**src/rtl/hit_sram_circular_buffer_pkg.sv**
```systemverilog
// Shared sizing defaults and triple-redundancy helpers for the hit-flag ring.
`timescale 1ns/1ps
package hit_sram_circular_buffer_pkg;

  localparam int AW_DEF    = 9;
  localparam int DEPTH_DEF = 1 << AW_DEF;

  function automatic logic maj3(input logic a, input logic b, input logic c);
    return (a & b) | (a & c) | (b & c);
  endfunction

  // Any single copy differing from the others shows up as a pairwise XOR.
  function automatic logic disagree3(input logic a, input logic b, input logic c);
    return (a ^ b) | (a ^ c);
  endfunction

endpackage

```
**src/rtl/hit_sram_circular_buffer_tmr_vote.sv**
```systemverilog
// Combinational 2-of-3 voter with copy-mismatch flag; zero latency, no flow control.
`timescale 1ns/1ps
module tmr_vote
  import hit_sram_circular_buffer_pkg::*;
(
  input  logic a_i,
  input  logic b_i,
  input  logic c_i,
  output logic maj_o,
  output logic mis_o
);

  assign maj_o = maj3(a_i, b_i, c_i);
  assign mis_o = disagree3(a_i, b_i, c_i);

endmodule

```
**src/rtl/hit_sram_circular_buffer.sv**
```systemverilog
// Triple-redundant flop-based hit-flag ring; write every cycle, voted read registered after one cycle.
// dis freezes memory and outputs; reads see pre-write content on a same-address edge.
`timescale 1ns/1ps
module hit_sram_circular_buffer
  import hit_sram_circular_buffer_pkg::*;
#(
  parameter int AW    = AW_DEF,
  parameter int DEPTH = DEPTH_DEF
)
(
  input  logic          clk,
  input  logic          rstn,
  input  logic          dis,
  input  logic          hit,
  input  logic [AW-1:0] wrAddr,
  input  logic          rden,
  input  logic [AW-1:0] rdAddr,
  output logic          outHit,
  output logic          E1A,
  output logic          E2A
);

  logic [DEPTH-1:0] mem0_q, mem0_d;
  logic [DEPTH-1:0] mem1_q, mem1_d;
  logic [DEPTH-1:0] mem2_q, mem2_d;
  logic             out_hit_q, out_hit_d;
  logic             e1a_q, e1a_d;
  logic             vote_maj, vote_mis;
  logic             rd_fire;

  // Voter reads the registered copies, so a same-edge write is not yet visible.
  tmr_vote u_vote (
    .a_i   (mem0_q[rdAddr]),
    .b_i   (mem1_q[rdAddr]),
    .c_i   (mem2_q[rdAddr]),
    .maj_o (vote_maj),
    .mis_o (vote_mis)
  );

  assign rd_fire = ~dis & rden;

  always_comb begin
    mem0_d    = mem0_q;
    mem1_d    = mem1_q;
    mem2_d    = mem2_q;
    out_hit_d = out_hit_q;
    e1a_d     = e1a_q;
    if (!dis) begin
      mem0_d[wrAddr] = hit;
      mem1_d[wrAddr] = hit;
      mem2_d[wrAddr] = hit;
    end
    if (rd_fire) begin
      out_hit_d = vote_maj;
      e1a_d     = vote_mis;
    end
  end

  always_ff @(posedge clk or negedge rstn) begin
    if (!rstn) begin
      mem0_q    <= '0;
      mem1_q    <= '0;
      mem2_q    <= '0;
      out_hit_q <= 1'b0;
      e1a_q     <= 1'b0;
    end else begin
      mem0_q    <= mem0_d;
      mem1_q    <= mem1_d;
      mem2_q    <= mem2_d;
      out_hit_q <= out_hit_d;
      e1a_q     <= e1a_d;
    end
  end

  assign outHit = out_hit_q;
  assign E1A    = e1a_q;
  // A single bit in triplicate cannot distinguish a double upset from a valid value.
  assign E2A    = 1'b0;

endmodule

```
**config.mk**
```make
export PLATFORM = sky130hd
export DESIGN_NAME = hit_sram_circular_buffer
export DESIGN_NICKNAME = d
export VERILOG_FILES = /design/src/rtl/hit_sram_circular_buffer_pkg.sv /design/src/rtl/hit_sram_circular_buffer_tmr_vote.sv /design/src/rtl/hit_sram_circular_buffer.sv
export SDC_FILE = /design/constraint.sdc
export NUM_CORES = 1
export LEC_CHECK = 0
export CAP_MARGIN = 20
export CORE_AREA = 10 10 288 263
export DETAILED_ROUTE_END_ITERATION = 7
export DIE_AREA = 0 0 298 273
export PLACE_DENSITY_LB_ADDON = 0.05
export SLEW_MARGIN = 20
export SYNTH_ARGS = -nofsm -noshare
export SYNTH_HDL_FRONTEND = slang
export SYNTH_HIERARCHICAL = 1
export SYNTH_SLANG_ARGS = --single-unit
```
**constraint.sdc**
```tcl
create_clock -name clk -period 3.05 [get_ports clk]
set_clock_uncertainty 0.05 [all_clocks]
set_input_delay 0.7625 -clock clk [delete_from_list [all_inputs] [get_ports clk]]
set_output_delay 0.7625 -clock clk [all_outputs]
set_load 0.02 [all_outputs]
```
### After elaboration in Yosys (flattened, before gate mapping)

Cells that the tools add are included.

| cells by class | value |
|---|---|
| $add $sub $neg | 0 |
| mux-type cells | 11 |
| $mul | 0 |
| order comparisons | 3 |
| shift operators | 0 |
| reduce and logical (&&, ||, !) cells | 1 |
| eq/ne operators | 0 |
| bitwise logic cells | 10 |
| divide/modulo/power cells | 0 |

Operators with widths:

| cell | count |
|---|---|
| 512-bit bitwise mux | 3 |
| 1-bit binary-select mux with 9-bit select | 3 |
| 9-bit by 10-bit less-than comparator with 1-bit output, second input constant | 2 |
| 1-bit demux with 9-bit select | 1 |
| 9-bit by 1-bit >= comparator with 1-bit output, second input constant | 1 |
| 1-bit bitwise AND | 4 |
| 1-bit 2-to-1 mux | 4 |
| 1-bit bitwise OR | 3 |
| 1-bit bitwise XOR | 2 |
| 1-bit logical AND | 1 |
| 1-bit NOT | 1 |

| word-level totals | value |
|---|---|
| flip-flop bits (word level) | 1538 |
| logic and storage cells | 30 |
| ROM bits | 0 |
| bits in writable memories | 0 |
| output and inout bits | 3 |
| bits in latches | 0 |
| memories kept | 0 |

### Depth between registers and ports, before layout

| depth | value |
|---|---|
| word-level depth | 5 |
| gate-level depth with buffers | 14 |
| depth with buffers taken out | 10 |

### Hierarchy

Netlist, hierarchy kept.

By module, submodules not included:

| module | cells an instance | instances | sequential area each (um^2) | area each (um^2) |
|---|---|---|---|---|
| hit_sram_circular_buffer | 2860 | 1 | 12862.3 | 26146.3 |
| tmr_vote | 4 | 1 | 0.0 | 40.0 |

### Worst setup path before layout

No wires, ideal clock.

| timing | value |
|---|---|
| path kind | input -> register |
| start | input rdAddr[1] |
| end | register e1a_q, in the netlist E1A |
| slack | -578 ps |
| data arrival time | 3454 ps |
| path buffers | 2 |
| cell stages on the path | 12 |
| cells stage by stage | buf_2 nand2b_4 buf_4 o221ai_1 o22ai_1 o21ai_0 a21oi_1 or4b_1 o2111ai_1 ha_1 or2_2 mux2_2 |

| on the way | value |
|---|---|
| word-level cells in the longest chain between the ends | 4 |
| elaborated cells on any way between the ends | 9 |
| classes of those cells | 6 x mux; 3 x bitwise |

Ends and longest elaborated chain:

| item | line | source |
|---|---|---|
| start: declaration | hit_sram_circular_buffer.sv:17 | `input logic [AW-1:0] rdAddr,` |
| 1-bit binary-select mux with 9-bit select (on tied branches) | hit_sram_circular_buffer.sv:33, hit_sram_circular_buffer.sv:34, hit_sram_circular_buffer.sv:35 |  |
| 1-bit 2-to-1 mux (on tied branches) | hit_sram_circular_buffer.sv:33, hit_sram_circular_buffer.sv:34, hit_sram_circular_buffer.sv:35 |  |
| 1-bit bitwise XOR | hit_sram_circular_buffer_pkg.sv:14 | `return (a ^ b) \| (a ^ c);` |
| 1-bit bitwise OR (*) | hit_sram_circular_buffer_pkg.sv:14 |  |
| net vote_mis | hit_sram_circular_buffer.sv:28 | `logic vote_maj, vote_mis;` |
| end signal: assignment | hit_sram_circular_buffer.sv:65 | `e1a_q <= 1'b0;` |
| end signal: assignment | hit_sram_circular_buffer.sv:71 | `e1a_q <= e1a_d;` |
| end: declaration | hit_sram_circular_buffer.sv:27 | `logic e1a_q, e1a_d;` |

The timed path passes the listed nets; every way through them passes the cells marked *. The select of a mux whose other input is x is not followed.
A chain may end at the register's enable or synchronous reset.

### Worst setup path after layout

| timing | value |
|---|---|
| start | input rdAddr[0] |
| end | register e1a_q, in the netlist E1A |

Same word-level chain as after synthesis.

==> results.yml <==
outcome:
  status: "finished, violations left"
  violations: "negative setup slack"
worst_setup_path:
  criticalPathCategory: "in -> reg"
  arrival_ns: 3.70
  crit_required_ns: 3.52
  crit_path_start_kind: "input port"
  rr_worst_depth: 10
  cp_max_fo: 5
  end_kind: "flip-flop"
place:
  io_buffers: 24
  place.gp.congestion: 0.879
  dp_hpwl_mm: 67.8
  place_area_um2: 29300
  pre_cts_ws_ns: -1.14
grt:
  grt-ovfl-total: 0
  use_met2_pct: 41.2
  grt_pass1_vias: 23600
  grt_use_met3_pct: 5.17
  antenna_found_initial: 2
  grt_usage_pct: 26.6
  grt_start_max_net_pins: 87
  grtUsageMet1_pct: 37.4
  grt_pass1_wl_mm: 164
  globalRoute.busiestLayer: "met2"
timing:
  fin_crit_sh_pct: 106
  rsz0062_at_grt: "true"
  finalMaxSlewViolations: 0
  period_needed_ns: 3.24
  worstMarginPinSlew_ns: 0.827
  fin_ws_ns: -0.186
  setup_violations: 2
  fmax_mhz: 309
  relSlewSlack_pct: 44.9
  finalHoldViolations: 0
  hold-worst-slack_ns: 0.450
routing:
  wl_per_cell_um: 28.2
  vias: 23900
  ant_nets: 0
  drc: 0
  drt_iter0_drc: 2606
  routed_via_density: 6.05
  routed_wl_mm: 112
  dr.pass1.iters: 6
yosys:
  synthCells: 2864
  postSynthAreaPerCell_um2: 9.14
  async_flop_share_pct: 100
  syn-cell-area_um2: 26200
  ys_types: 56
  synth_nets: 2889
  synth-edff-count: 0
  ys_seq_area_share_pct: 49.1
  ys_warn_count: 6
  synth-seq-cells: 514
  synth_ff_type: "dfrtp_1"
clock_tree:
  cts_inserted_buffers: 59
  clockBufferDepth: 3
  clkSinkCount: 514
  clk_latency_ns: 0.63
  root_buffer: "clkbuf_16"
  path_clk_slew_ns: 0.06
  cts_tree: "built"
  htreeDepth: 2
finish:
  area_delta_synth_final_pct: 22.5
  drive_gt1_share_pct: 18.4
  mostFrequentLayoutCells: "552 x nand2_1, 522 x o21ai_0, 516 x nand3_1"
  fin_area_um2: 32100
  mostFrequentLayoutCell: "nand2_1"
  nets: 2993
power_and_ir_drop:
  swShare_pct: 25.9
  internal_power_w: 0.0121
  p_clk_share_pct: 45.7
  power.leakage_nw: 16.0
  pwr-share-comb_pct: 10.8
  power.density_nw_per_um2: 510
  pwr-share-seq_pct: 43.5
  ir_worst_vdd_mv: 0.514
  switchingPower_w: 0.00424
floorplanning:
  row_count: 92
  io_pins: 26
  dieArea_um2: 81400
  core-area_um2: 69500
  die_h_um: 273
  die_w_um: 298
  start_util_pct: 37.7
worst_hold_path:
  whs_path_depth: 2
  hold_class: "reg -> reg"
job:
  drv_cap: 0
## cells by family after synthesis
kind of cell | Yosys count | synth area share (%)
AND/OR/NAND/NOR | 1201 | 20.3
flip-flops | 514 | 49.1
AO/OA/AOI/OAI | 666 | 14.1
buffers and inverters | 290 | 5.48
adder cells (fa/ha/maj) | 2 | 0.0955
multiplexers | 190 | 10.9
other | 1 | 0.0143
## state kept, by name, summed over array words and instances, names as in the netlist
name    flops
E1A         1
mem0_q    512
outHit      1
## path summary, 6_finish.rpt
check | to | slack, ns | start
setup / recovery | E1A | -0.19 | rdAddr[0]
min in group asynchronous | mem0_q[304] | 0.57 | rstn
hold / removal | mem0_q[51] | 0.45 | mem0_q[51]
max in group asynchronous | mem0_q[87] | 1.35 | rstn
hold reg to reg | mem0_q[51] | 0.45 | mem0_q[51]
setup reg to reg | E1A | -0.02 | mem0_q[387]
## critical path: stages
cell	delay [ns]
buf_16	0.13
buf_16	0.14
buf_12	0.14
buf_12	0.14
mux4_2	0.59
o21ai_2	0.18
a21oi_2	0.07
nor4_2	0.31
a2111o_1	0.23
o2111ai_4	0.15
ha_1	0.32
or2_4	0.24
mux2_4	0.25
## synth_stat cells, drive strengths merged (2+ instances only)
cell type	n	share of area [%]
nand2	566	8.1
o21ai	528	10
nand3	521	10
dfrtp	514	49
clkbuf	242	3.7
mux2i	116	4.4
mux4	72	6.4
nor2	63	0.90
o221ai	56	2.0
buf	42	1.7
a21oi	35	0.67
o22ai	23	0.55
nor3	9	0.17
o211ai	8	0.25
nor2b	7	0.17
and2	5	0.12
nand2b	5	0.15
nor3b	5	0.14
inv	4	0.057
or2	4	0.096
a2111o	3	0.13
nor4	3	0.072
or3b	3	0.10
and3	2	0.048
and3b	2	0.067
ha	2	0.096
mux2	2	0.086
nand3b	2	0.057
o2111ai	2	0.067
o31ai	2	0.057
o32ai	2	0.067
or3	2	0.048
## power groups by stage
stage,clock (W),sequential [W],combinational (W)
finish,0.00748,0.00712,0.00176
global route,0.00786,0.00713,0.00187
CTS,0.00759,0.00712,0.00168
detailed placement,0,0.00724,0.00162
global placement,0,0.00723,0.00160
floorplan,0,0.00721,0.000806
## timing repair
item	CTS	global route
hold buffers	1	0
pin swaps	8	19
gates cloned	3	5
buffers inserted	10	7
gates resized for setup	44	42
endpoints found under the hold margin	25	0
endpoints found under the setup margin	2	2
## routing by layer
layer	vias up	share of wire [%]
met5	-	0.0090
met4	2	3.0
met3	198	8.3
met2	1121	45
met1	12200	44
li1	10400	-
## through the flow
step                      power [W]  cells  util (%)  setup TNS (ns)
after CTS                    0.0164   3941      45.5          -0.208
final                        0.0164   3954      46.1          -0.322
after detailed placement    0.00885   3822      42.1           -2.15
after global placement      0.00883   3822      42.1           -2.05
after floorplan             0.00801   2864         -          -0.785
after global routing         0.0169   3952      46.1          -0.422
## cell type report
type	count	area, um2
well taps	940	1180
repair buffers	328	3620
fillers	6609	37500
diodes	2	5.00
flip-flops and latches	514	12900
inverters	5	22.5
multi-input cells	2060	12400
clock buffers	89	1760
clock inverters	16	245
(Power assumes the default switching activity.)
==> variant: new RTL, config.mk and constraints unchanged <==
Put one more register stage on the output `outHit`, with the module's reset. The value now appears one clock later. The other outputs are not delayed to match.
--- a/src/rtl/hit_sram_circular_buffer.sv
+++ b/src/rtl/hit_sram_circular_buffer.sv
@@ -74,3 +74,9 @@
 
-  assign outHit = out_hit_q;
+  always_ff @(posedge clk or negedge rstn) begin
+    if (!rstn) begin
+      outHit <= '0;
+    end else begin
+      outHit <= out_hit_q;
+    end
+  end
   assign E1A    = e1a_q;
Formal check against the unedited RTL: not equivalent (Yosys sat finds a counterexample within 4 cycles, from zero or initial values and one cycle with rstn low).
==> variant against the original RTL <==
- the run still ends with setup timing left
- synthesized area is essentially flat
- first-iteration DRC count grew 1.8%
- routed wire length grew 0.99%
- worst setup slack lost 0.027 ns
- sequential cell count grew 1
- final area shrank 0.99%
- total power grew 0.89%
- via count grew 1.0%
- non-clock buffer count shrank 13
- largest power group unchanged
==> variant: results (changes against the original RTL) <==
Pwr
  • VDD IR max: 0.432 mV (-16%)
  • Leak: 15.9 nW (-0.51%)

Yosys
  • Register area share after synthesis: 49.2% (about the same)
  • Avg Cell Area, Syn: 9.15 um2 (about the same)
  • Synth area leaders: dfrtp_1 (49%), o21ai_0 (10%), nand3_1 (9.9%)
  • Post-synthesis mux area share: 10.9% (about the same)
  • Adder-Cell Fraction of Synth Area: 0.0955% (about the same)
  • Top cells by count, synth: nand2_1 (566), o21ai_0 (526), nand3_1 (521)
  • Mapped Nets: 2890 (+0.035%)

Final layout
  • Signal buffers: 315 (-4.0%)
  • Layout cells sized above 1: 17.7% (-0.76 points)
  • Final #Nets: 2982 (-0.37%)
  • Ant. Diodes: 0 (-2)
  • Final Core Density: 45.7% (-0.46 points)
  • Fill cells: 6667 (+0.88%)
  • CLK BUF: 96 (+7.9%)

CTS
  • TritonCTS Buffers: 60 (+1.7%)
  • CTS sink cnt: 515 (+0.19%)
  • Post-CTS Resized: 42 (-4.5%)

Global routing
  • GR Util met1: 37.6% (+0.13 points)
  • Largest net degree at the start of global routing: 78 (-10%)
  • First-pass GRT wire length: 166000 um (+0.85%)
  • Total global-route track usage: 27.0% (+0.35 points)
  • M2 GR Usage: 42.7% (+1.5 points)
  • Met3 global-route usage: 4.32% (-0.85 points)

Worst setup path
  • WP data arrival: 3.73 ns (+0.03 ns)

Detailed routing
  • 1st-iter DRT viols: 2654 (+1.8%)
  • DRT met1 WL: 48600 um (-1.1%)
  • WL final: 113000 um (+0.99%)
  • Highest Signal Layer: met4
  • Metal2 WL: 51500 um (+3.2%)
  • WL/cell: 28.6 um (+1.2%)

Timing
  • Setup violators final: 2 (unchanged)
  • Setup TNS: -0.339 ns (-0.0167 ns)
  • Post-route setup slack: -0.213 ns (-0.0270 ns)
  • Slew margin rel.: 55.6% (+11 points)

Place
  • RD Place Congestion: 0.888 (+0.97%)
  • Placed inst area: 29200 um2 (-0.22%)
  • DP Wirelength: 68700 um (+1.4%)
  • Pre-CTS setup slack: -1.30 ns (-0.154 ns)

Min path
  • Hold Path Class: primary input to async pin

Outcome
  • Failing checks: setup timing
  • Outcome: finished, violations left
[variant: worst paths after layout]
check | start | to | slack, ns | cells past startpoint
max in group asynchronous | rstn | mem0_q[234] | 1.94 | 2
worst min-delay path | rstn | mem0_q[305] | 0.05 | 1
min in group clk | out_hit_q | outHit | 0.43 | 0
worst max register to register | mem0_q[387] | E1A | -0.14 | 10
worst min register to register | out_hit_q | outHit | 0.43 | 0
worst max-delay path | rdAddr[2] | E1A | -0.21 | 12
[variant: worst max-delay path: stages]
cell	delay [ns]
dlygate4sd2_1	0.27
buf_12	0.15
buf_6	0.15
inv_2	0.07
buf_4	0.28
o21ai_0	0.15
a2111o_1	0.56
a2111o_1	0.38
o2111ai_4	0.15
ha_1	0.29
or2_4	0.25
mux2_4	0.25
[variant: report_power, final]
| part | switching, mW | total [mW] | internal, mW |
|---|---|---|---|
| sequential | 0.103 | 7.13 | 7.03 |
| combinational | 1.11 | 1.73 | 0.620 |
| clock | 3.07 | 7.64 | 4.57 |
